[config.mk]
export PLATFORM = sky130hd
export DESIGN_NAME = reg_client
export DESIGN_NICKNAME = d
export VERILOG_FILES = /design/src/rtl/reg_client.sv
export SDC_FILE = /design/constraint.sdc
export NUM_CORES = 1
export LEC_CHECK = 0
export CAP_MARGIN = 40
export CELL_PAD_IN_SITES_DETAIL_PLACEMENT = 0
export CELL_PAD_IN_SITES_GLOBAL_PLACEMENT = 1
export CORE_MARGIN = 3
export CORE_UTILIZATION = 45
export DETAILED_ROUTE_END_ITERATION = 8
export PLACE_DENSITY_LB_ADDON = 0.2
export SLEW_MARGIN = 20
export SYNTH_ARGS = -nofsm -noshare
export SYNTH_HDL_FRONTEND = slang
export SYNTH_SLANG_ARGS = --single-unit
export TNS_END_PERCENT = 30
[constraint.sdc]
create_clock -name clk -period 6.3 [get_ports clk]
set_input_delay 1.89 -clock clk [delete_from_list [all_inputs] [get_ports clk]]
set_output_delay 1.89 -clock clk [all_outputs]
set_load 0.02 [all_outputs]
[src/rtl/reg_client.sv]
// Register-access initiator: serialises one request into 8 command bytes, then collects a 4-byte reply.
// Latency: accept -> 8 SEND -> 4 RX -> END -> 1-cycle DONE pulse (14 cycles with no stalls).
// Backpressure: cmd_full stalls SEND indefinitely; reply_rdy/reply_end waits are bounded by TIMEOUT.
module reg_client #(
  parameter logic [7:0] MAGIC   = 8'hAA,
  parameter int         TIMEOUT = 1024,
  parameter int         TW      = 11
) (
  input  logic        clk,
  input  logic        reset_n,
  input  logic        req_valid,
  output logic        req_ready,
  input  logic        req_wr,
  input  logic [15:0] req_addr,
  input  logic [31:0] req_wdata,
  output logic [7:0]  cmd_out,
  output logic        cmd_wr,
  input  logic        cmd_full,
  input  logic [7:0]  reply_in,
  input  logic        reply_rdy,
  output logic        reply_ack,
  input  logic        reply_end,
  output logic        rsp_valid,
  output logic [31:0] rsp_rdata,
  output logic        rsp_err
);

  typedef enum logic [2:0] {
    S_IDLE,
    S_SEND,
    S_RX,
    S_END,
    S_DONE
  } state_t;

  state_t         state, state_nxt;
  logic [2:0]     idx, idx_nxt;
  logic [TW-1:0]  cnt, cnt_nxt;
  logic           wr_q;
  logic [15:0]    addr_q;
  logic [31:0]    wdata_q;
  logic [31:0]    rdata_q;
  logic [7:0]     tx_byte;
  logic           load_req;
  logic           cap_byte;
  logic           finish;
  logic           fin_err;
  logic           timeout_hit;

  // Last allowed idle cycle: the wait has run out when the counter reaches TIMEOUT-1.
  assign timeout_hit = (cnt == TW'(TIMEOUT - 1));

  // Command byte selected by the send index, from the latched request.
  always_comb begin
    tx_byte = MAGIC;
    case (idx)
      3'd0:    tx_byte = MAGIC;
      3'd1:    tx_byte = {7'b0, wr_q};
      3'd2:    tx_byte = addr_q[7:0];
      3'd3:    tx_byte = addr_q[15:8];
      3'd4:    tx_byte = wdata_q[7:0];
      3'd5:    tx_byte = wdata_q[15:8];
      3'd6:    tx_byte = wdata_q[23:16];
      default: tx_byte = wdata_q[31:24];
    endcase
  end

  // Next-state and handshake outputs; reply_end takes priority over reply_rdy in RX.
  always_comb begin
    state_nxt = state;
    idx_nxt   = idx;
    cnt_nxt   = cnt;
    req_ready = 1'b0;
    cmd_wr    = 1'b0;
    cmd_out   = 8'h00;
    reply_ack = 1'b0;
    rsp_valid = 1'b0;
    load_req  = 1'b0;
    cap_byte  = 1'b0;
    finish    = 1'b0;
    fin_err   = 1'b0;
    case (state)
      S_IDLE: begin
        req_ready = 1'b1;
        if (req_valid) begin
          load_req  = 1'b1;
          idx_nxt   = 3'd0;
          cnt_nxt   = '0;
          state_nxt = S_SEND;
        end
      end
      S_SEND: begin
        cmd_out = tx_byte;
        if (!cmd_full) begin
          cmd_wr  = 1'b1;
          idx_nxt = idx + 3'd1;
          if (idx == 3'd7) begin
            idx_nxt   = 3'd0;
            cnt_nxt   = '0;
            state_nxt = S_RX;
          end
        end
      end
      S_RX: begin
        if (reply_end) begin
          finish    = 1'b1;
          fin_err   = 1'b1;
          state_nxt = S_DONE;
        end else if (reply_rdy) begin
          reply_ack = 1'b1;
          cap_byte  = 1'b1;
          idx_nxt   = idx + 3'd1;
          cnt_nxt   = '0;
          if (idx == 3'd3) begin
            idx_nxt   = 3'd0;
            state_nxt = S_END;
          end
        end else if (timeout_hit) begin
          finish    = 1'b1;
          fin_err   = 1'b1;
          state_nxt = S_DONE;
        end else begin
          cnt_nxt = cnt + TW'(1);
        end
      end
      S_END: begin
        if (reply_end) begin
          finish    = 1'b1;
          fin_err   = 1'b0;
          state_nxt = S_DONE;
        end else if (timeout_hit) begin
          finish    = 1'b1;
          fin_err   = 1'b1;
          state_nxt = S_DONE;
        end else begin
          cnt_nxt = cnt + TW'(1);
        end
      end
      S_DONE: begin
        rsp_valid = 1'b1;
        state_nxt = S_IDLE;
      end
      default: state_nxt = S_IDLE;
    endcase
  end

  // State, request latch, reply assembly and the held response registers.
  always_ff @(posedge clk or negedge reset_n) begin
    if (!reset_n) begin
      state     <= S_IDLE;
      idx       <= 3'd0;
      cnt       <= '0;
      wr_q      <= 1'b0;
      addr_q    <= 16'h0;
      wdata_q   <= 32'h0;
      rdata_q   <= 32'h0;
      rsp_rdata <= 32'h0;
      rsp_err   <= 1'b0;
    end else begin
      state <= state_nxt;
      idx   <= idx_nxt;
      cnt   <= cnt_nxt;
      if (load_req) begin
        wr_q    <= req_wr;
        addr_q  <= req_addr;
        wdata_q <= req_wdata;
      end
      if (cap_byte) begin
        rdata_q[8*idx[1:0] +: 8] <= reply_in;
      end
      if (finish) begin
        rsp_err   <= fin_err;
        rsp_rdata <= fin_err ? 32'h0 : rdata_q;
      end
    end
  end

endmodule

Word level (Yosys, flattened, before mapping)
Index checks and enable logic that the tools add are counted.
- add/sub/neg operators: 3
- multipliers: 0
- divide/modulo/power cells: 0
- order comparisons: 0
- equality and inequality tests: 19
- shift operators: 2
- multiplexer cells: 44
- bitwise operators: 0
- reductions and logical operators: 7
- operators by type and width (kind ; number):
    two-way mux 11 bit ; 7
    one-hot mux 8 bit (7 select lines) ; 1
    one-hot mux 11 bit (4 select lines) ; 1
    two-way mux 3 bit ; 14
    negation 5 -> 34 bit ; 1
    variable shift 8 x 34 -> 32 bit (first input constant) ; 1
    indexed part select 8 x 34 -> 32 bit ; 1
    bitwise mux 32 bit ; 1
    two-way mux 32 bit ; 1
    == test 3 bit (second input constant) ; 5
    two-way mux 1 bit ; 14
    == test 3 x 2 -> 1 bit (second input constant) ; 4
    != test 2 bit (second input constant) ; 6
    one-hot mux 3 bit (4 select lines) ; 1
    adder 11 x 1 -> 11 bit (second input constant) ; 1
    == test 11 x 10 -> 1 bit (second input constant) ; 1
    one-hot mux 3 bit (3 select lines) ; 1
    two-way mux 8 bit ; 1
    == test 3 x 1 -> 1 bit (second input constant) ; 2
    zero test 3 bit ; 2
    AND reduction 6 bit ; 1
    AND reduction 5 bit ; 1
    != test 4 bit (second input constant) ; 1
    one-hot mux 1 bit (2 select lines) ; 2
    4 further kinds ; 4
- flip-flop bits (word level): 131
- latch bits: 0
- bits in writable memories: 0
- bits in read-only memories: 0
- input port bits: 63
- output and inout bits: 45
- word-level logic and storage cells: 84
- memories kept: 0

Logic depth before layout (Yosys ltp)
Gate-level depths: netlist (run 1).
- word-level depth: 6
- gate-level depth with buffers: 8
- gate-level depth less buffers: 6

Least setup slack after synthesis (run 1)
Ideal clock, no wire load.
- path type: input -> output
- from: input reply_end
- to: output reply_ack
- arrival: 2415 ps
- data required time: 4410 ps
- slack: 1995 ps
- stages on the path: 2
- path buffers: 1
- path through: buf_2 > nor3_4
- word-level cells in the longest chain between the ends: 2
- RTL lines (item ; line ; source):
    start: declaration ; 22 ; input logic reply_end,
    two-way mux 1 bit ; 105 ; if (reply_end) begin
    two-way mux 1 bit ; 82 ; case (state)
    end: declaration ; 21 ; output logic reply_ack,
Every way passes these cells.

Final worst setup path (run 1)
Ends and elaborated chain as after synthesis.

==> out/metrics.cfg, run 1 <==
[critical_path]
crit_type=input pin to output pin
timing.critical_path.required_ns=4.41
crit_path_end_kind=output pin
worst-path-buf-inv=2
start_kind=input pin
slowest_delay_ns=0.66
slowest_stage=clkdlybuf4s50_1
cp.depth=3
crit_fanout=9
path_delay_family=buffers and inverters
arrival_ns=3.59
path_common_cell=clkdlybuf4s50_1
path_cells=clkdlybuf4s50_1 -> nor3_4 -> clkdlybuf4s50_1
r2r_cells=5
cp-startpoint=reply_end
r2r-start=idx[2]

[sta]
relSlewSlack_pct=51.04
finalClockSkew_ns=0.009736
fmax_ghz=0.1826
tns_ns=0
holdWs_ns=0.4825
fin_crit_sh_pct=86.93
finalSetupViolCount=0
final_hold_viol_count=0
min_period_ns=5.477
rsz0062_at_grt=no
tightest_slew_ns=0.7344
drv_slew=0

[global_route]
grt_max_degree=63
grt.overflow.total=0
track_usage_pct=19.88
antenna_found_initial=0
grt_pass1_wl_mm=22.54
grt_pass1_vias=4362

[logic_synthesis]
ys_warn_count=0
netlist_area_sq_um=5848
synthesis.nets=576
synth_cell_type_count=57
synth_cells=505
synth.ff_latch_count=131
synth_edf_count=0
async_flop_share_pct=100.0
synth_seq_area_share_pct=56.05
synth_top_cell_by_area=dfrtp_1
synth.area.top_cells=dfrtp_1, mux2_2, nand2_1
synth-main-ff-cell=dfrtp_1
avgSynthCellArea_sq_um=11.58
yosysTopAreaCellShare_pct=56.05

[clocking]
cts_max_level=4
cts_root_buf=clkbuf_16
cts_resized=0
postCtsSetupBuffers=0
clk_path_buf_depth=2
cts.reportedPaths.clkPinSlew_ns=0.05
postCtsHoldBufs=0
tritoncts=yes
clock_latency_ns=0.41
clock-sinks=131
cts_buffers=17

[status]
status=finished, final reports clean

[floorplan]
rows=41
dieArea_sq_um=14400
coreArea_sq_um=12670
pin_count=108
initial_core_util_pct=46.15
die-width_microns=120
die_h_microns=120

[placed_design]
port_buffers=107
place_congestion=0.7959
hpwl_mm=9.630

[worst_hold_path]
holdPathStages=2
hp-start=rdata_q[5]
worstHoldPathType=flip-flop to flip-flop

[final_layout]
drive_above_1_share_pct=17.44
area_delta_synth_final_pct=31.15
fin_nets=684
fillers=1073
antenna_cells=0

[detailed_routing]
dr.pass1.iters=5
drc=0
wire_per_inst_microns=17.24
finalWirelength_mm=13.74
vias=4298
vias_per_cell=5.393
ant_nets=0
drt_iter0_markers=356

[pwr]
total_power_mw=3.385
vdd_drop_max_v=0.0002353
p_leak_nw=3.248
power_density_nw_per_um2=441.3

[flow_run]
drv_cap=0

[worst register-to-register path: cells and delay by family, from the launching register on]
kind / cells / cell delay [ns]
compound gates: 3 / 1.13
fa+ha+maj: 1 / 0.34
simple gates: 1 / 0.08
flops: 1 / 0.81
[synthesized netlist by cell type (5+ instances only)]
| master | number |
|---|---|
| a21oi_1 | 17 |
| clkbuf_1 | 5 |
| o21ai_1 | 7 |
| nand2_1 | 85 |
| nor2_1 | 15 |
| dfrtp_1 | 131 |
| nand2b_1 | 5 |
| inv_1 | 8 |
| buf_4 | 6 |
| buf_2 | 12 |
| mux2_2 | 52 |
| a31oi_1 | 5 |
| nand3_1 | 10 |
| a222oi_1 | 6 |
| ha_1 | 8 |
| o21ai_0 | 33 |
| a22o_1 | 34 |
| buf_6 | 5 |
[metrics by stage]
stage                     instances  utilization (%)  setup slack [ns]  area, sq um
after floorplan                 505                -             1.995         5848
after global placement          758            54.93            0.8555         6960
after detailed placement        763            55.54            0.8090         7038
after CTS                       794            60.24            0.7021         7632
after global routing            797            60.53            0.7425         7670
final                           797            60.53            0.8232         7670
[state kept, by name (all words and copies together), names as in the netlist]
signal	count
wr_q	1
rsp_err	1
cnt	11
idx	3
rdata_q	32
state	3
rsp_rdata	32
addr_q	16
wdata_q	32
[logic make-up after synthesis]
family / share of synthesized area (%)
flip-flops: 56.05
multiplexers: 10.95
AO/OA/AOI/OAI: 16.05
buffers and inverters: 3.915
adder cells (fa/ha/maj): 1.712
AND/OR/NAND/NOR: 11.32
[path summary, 6_finish.rpt]
kind,end,slack (ns)
setup / recovery,reply_ack,0.82
hold / removal,rdata_q[5],0.48
setup reg to reg,cnt[9],3.83
hold reg to reg,rdata_q[5],0.48
max in group asynchronous,addr_q[5],4.22
min in group asynchronous,rsp_rdata[4],1.26
[cell type report]
| class | instances | area [sq um] | area share (%) |
|---|---|---|---|
| Clock buffer | 22 | 464.2 | 6.052 |
| Clock inverter | 9 | 130.1 | 1.697 |
| Tap cell | 172 | 215.2 | 2.806 |
| Sequential cell | 131 | 3278 | 42.74 |
| Timing Repair Buffer | 118 | 1206 | 15.73 |
| Multi-Input combinational cell | 336 | 2342 | 30.54 |
| Inverter | 9 | 33.78 | 0.4405 |
[power breakdown]
| group | internal, mW | switching, mW |
|---|---|---|
| clock network | 0.640 | 0.350 |
| registers | 1.07 | 0.171 |
| logic | 0.573 | 0.581 |
[metal layers]
layer	wire length, microns	up-vias	track usage (%)
met5	0	-	0
met4	155	0	6.442
met3	714	15	4.665
met2	6669	122	32.42
met1	6205	2123	26.33
li1	-	2038	-
[placed cells by master (no fill, tap or decap), drive strengths merged, types with 2 or more instances in the layout]
cell,instances
or2,3
bufinv,3
nor2,17
and2,2
clkinv,5
inv,9
ha,8
nand2b,5
a22o,34
clkdlybuf4s50,106
mux2,56
a21boi,3
nor3,5
nor2b,2
a222oi,6
a211oi,3
a31oi,5
nand3,11
clkbuf,22
a221oi,2
nor3b,3
nor4,2
a41oi,2
o21ai,40
buf,12
a32oi,2
dfrtp,131
nand2,85
a22oi,4
a21oi,18
and3,2
Note: power is estimated with default switching activity, not from simulation.
==> run 2, diff against run 1 <==
--- a/config.mk
+++ b/config.mk
@@ -12,6 +12,7 @@
 export CORE_UTILIZATION = 45
 export DETAILED_ROUTE_END_ITERATION = 8
 export PLACE_DENSITY_LB_ADDON = 0.2
+export SETUP_SLACK_MARGIN = 0.3
 export SLEW_MARGIN = 20
 export SYNTH_ARGS = -nofsm -noshare
 export SYNTH_HDL_FRONTEND = slang
==> results of run 2 <==
No change in the layout: final DEF, timing and power equal those of run 1.
==> run 3, diff against run 2 <==
--- a/config.mk
+++ b/config.mk
@@ -11,6 +11,7 @@
 export CORE_MARGIN = 3
 export CORE_UTILIZATION = 45
 export DETAILED_ROUTE_END_ITERATION = 8
+export GPL_TIMING_DRIVEN = 0
 export PLACE_DENSITY_LB_ADDON = 0.2
 export SETUP_SLACK_MARGIN = 0.3
 export SLEW_MARGIN = 20
==> run 3 against run 2 <==
Count of clock-buffer cells in the layout unchanged; die area is the same; critical path type unchanged; global-route usage up 0.54 points; largest cell class unchanged; core utilization up 0.38 points; clock power is 7.8% lower.
==> out/metrics.cfg, run 3 (synthesized netlist as in run 1, its figures left out) <==
[sta]
relSlewSlack_pct=47.99
finalSetupViolCount=0
drv_slew=0
rsz0062_at_grt=no
holdWs_ns=0.4824
tightest_slew_ns=0.7784
finalClockSkew_ns=0.006046
fin_crit_sh_pct=86.86
min_period_ns=5.472
fmax_ghz=0.1827
final_hold_viol_count=0

[pwr]
p_int_mw=2.241
p_leak_nw=3.291
sw_frac_of_total_pct=33.22
clkPwrFrac_pct=27.2
power_density_nw_per_um2=434.7
vdd_drop_max_v=0.0002808
switching_power_mw=1.114
total_power_mw=3.355
combPwrFrac_pct=37.2
p_seq_share_pct=35.6

[detailed_routing]
wire_per_inst_microns=17.15
vias=4379
drc=0
vias_per_cell=5.353
dr.pass1.iters=4
drt_iter0_markers=335
ant_nets=0
finalWirelength_mm=14.03

[clocking]
cts.reportedPaths.clkPinSlew_ns=0.06
postCtsSetupBuffers=0
cts_max_level=4
postCtsHoldBufs=0
tritoncts=yes
cts_buffers=17
clk_path_buf_depth=2
clock_latency_ns=0.41
clock-sinks=131
cts_resized=0
cts_root_buf=clkbuf_16

[placed_design]
placed_area_sq_um=7164
hpwl_mm=10.06
port_buffers=106
place_congestion=0.8166
dp_cells=785

[critical_path]
worst-path-buf-inv=2
path_cells=clkdlybuf4s50_1 -> nand2b_1 -> nor3_4 -> clkdlybuf4s50_1
path_common_cell=clkdlybuf4s50_1
slowest_stage=clkdlybuf4s50_1
arrival_ns=3.58
slowest_delay_ns=0.67
cp-startpoint=reply_rdy
crit_type=input pin to output pin
crit_fanout=5
start_kind=input pin
crit_path_end_kind=output pin
path_delay_family=buffers and inverters
timing.critical_path.required_ns=4.41
r2r-start=idx[2]

[global_route]
grt_pass1_vias=4481
grt_pass1_wl_mm=22.94
grt.overflow.total=0
track_usage_pct=20.42
grt_max_degree=97
antenna_found_initial=0

[floorplan]
die-width_microns=120
dieArea_sq_um=14400
die_h_microns=120
pin_count=108
initial_core_util_pct=46.15
rows=41
coreArea_sq_um=12670

[worst_hold_path]
hp-start=rdata_q[14]
worstHoldPathType=flip-flop to flip-flop

[status]
status=finished, final reports clean

[final_layout]
final_cell_mix=dfrtp_1, clkdlybuf4s50_1, nand2_1, mux2_2, a22o_1
instances_no_fill=818
fin_nets=704
fin_area_sq_um=7717
top_regs=rdata_q x32, rsp_rdata x32, wdata_q x32
final_core_util_pct=60.91
layout_commonest_cell=dfrtp_1
antenna_cells=0
drive_above_1_share_pct=19.35
area_delta_synth_final_pct=31.96

[flow_run]
drv_cap=0

==> run 3: power groups by stage <==
stage | clock network, mW | logic, mW | registers, mW
2_1_floorplan | 0 | 0.835 | 1.20
3_3_place_gp | 0 | 1.22 | 1.20
3_5_place_dp | 0 | 1.25 | 1.21
4_1_cts | 0.928 | 1.25 | 1.20
5_1_grt | 0.968 | 1.36 | 1.22
6_report | 0.913 | 1.25 | 1.19
==> run 3: worst register-to-register path: stages, from the launching register on <==
cell,delay [ns]
dfrtp_1,0.37
clkbuf_1,0.49
inv_1,0.17
ha_1,0.26
clkbuf_1,0.28
nor2_1,0.16
a21oi_1,0.10
or3b_1,0.35
mux2i_1,0.13
==> run 3: worst paths after layout <==
check | end | slack, ns | depth (start not counted)
worst max-delay path | reply_ack | 0.83 | 4
worst min-delay path | rdata_q[14] | 0.48 | 2
worst max register to register | idx[1] | 3.91 | 8
worst min register to register | rdata_q[14] | 0.48 | 2
max in group asynchronous | addr_q[9] | 4.22 | 2
min in group asynchronous | rdata_q[6] | 1.33 | 1
==> run 3: layer usage <==
metal | wire (microns) | GRT usage [%] | share of wire, %
met5 | 0 | 0 | 0
met4 | 233 | 7.301 | 1.7
met3 | 663 | 5.608 | 4.7
met2 | 6867 | 32.84 | 49
met1 | 6260 | 26.62 | 45
==> run 3: area by class of cell <==
type	count	area, sq um
well taps	172	215.2
multi-input cells	336	2341
plain buffers	29	195.2
fillers	1078	4954
flip-flops and latches	131	3278
clock buffers	22	464.2
repair buffers	109	1106
clock inverters	10	83.83
inverters	9	33.78
==> run 3: through the flow <==
| stage | setup WS, ns | TNS, ns |
|---|---|---|
| after floorplan | 1.995 | 0 |
| after CTS | 0.7921 | 0 |
| final | 0.8277 | 0 |
| after global routing | 0.7253 | 0 |
| after global placement | -1.749 | -228.11 |
| after detailed placement | 0.7933 | 0 |
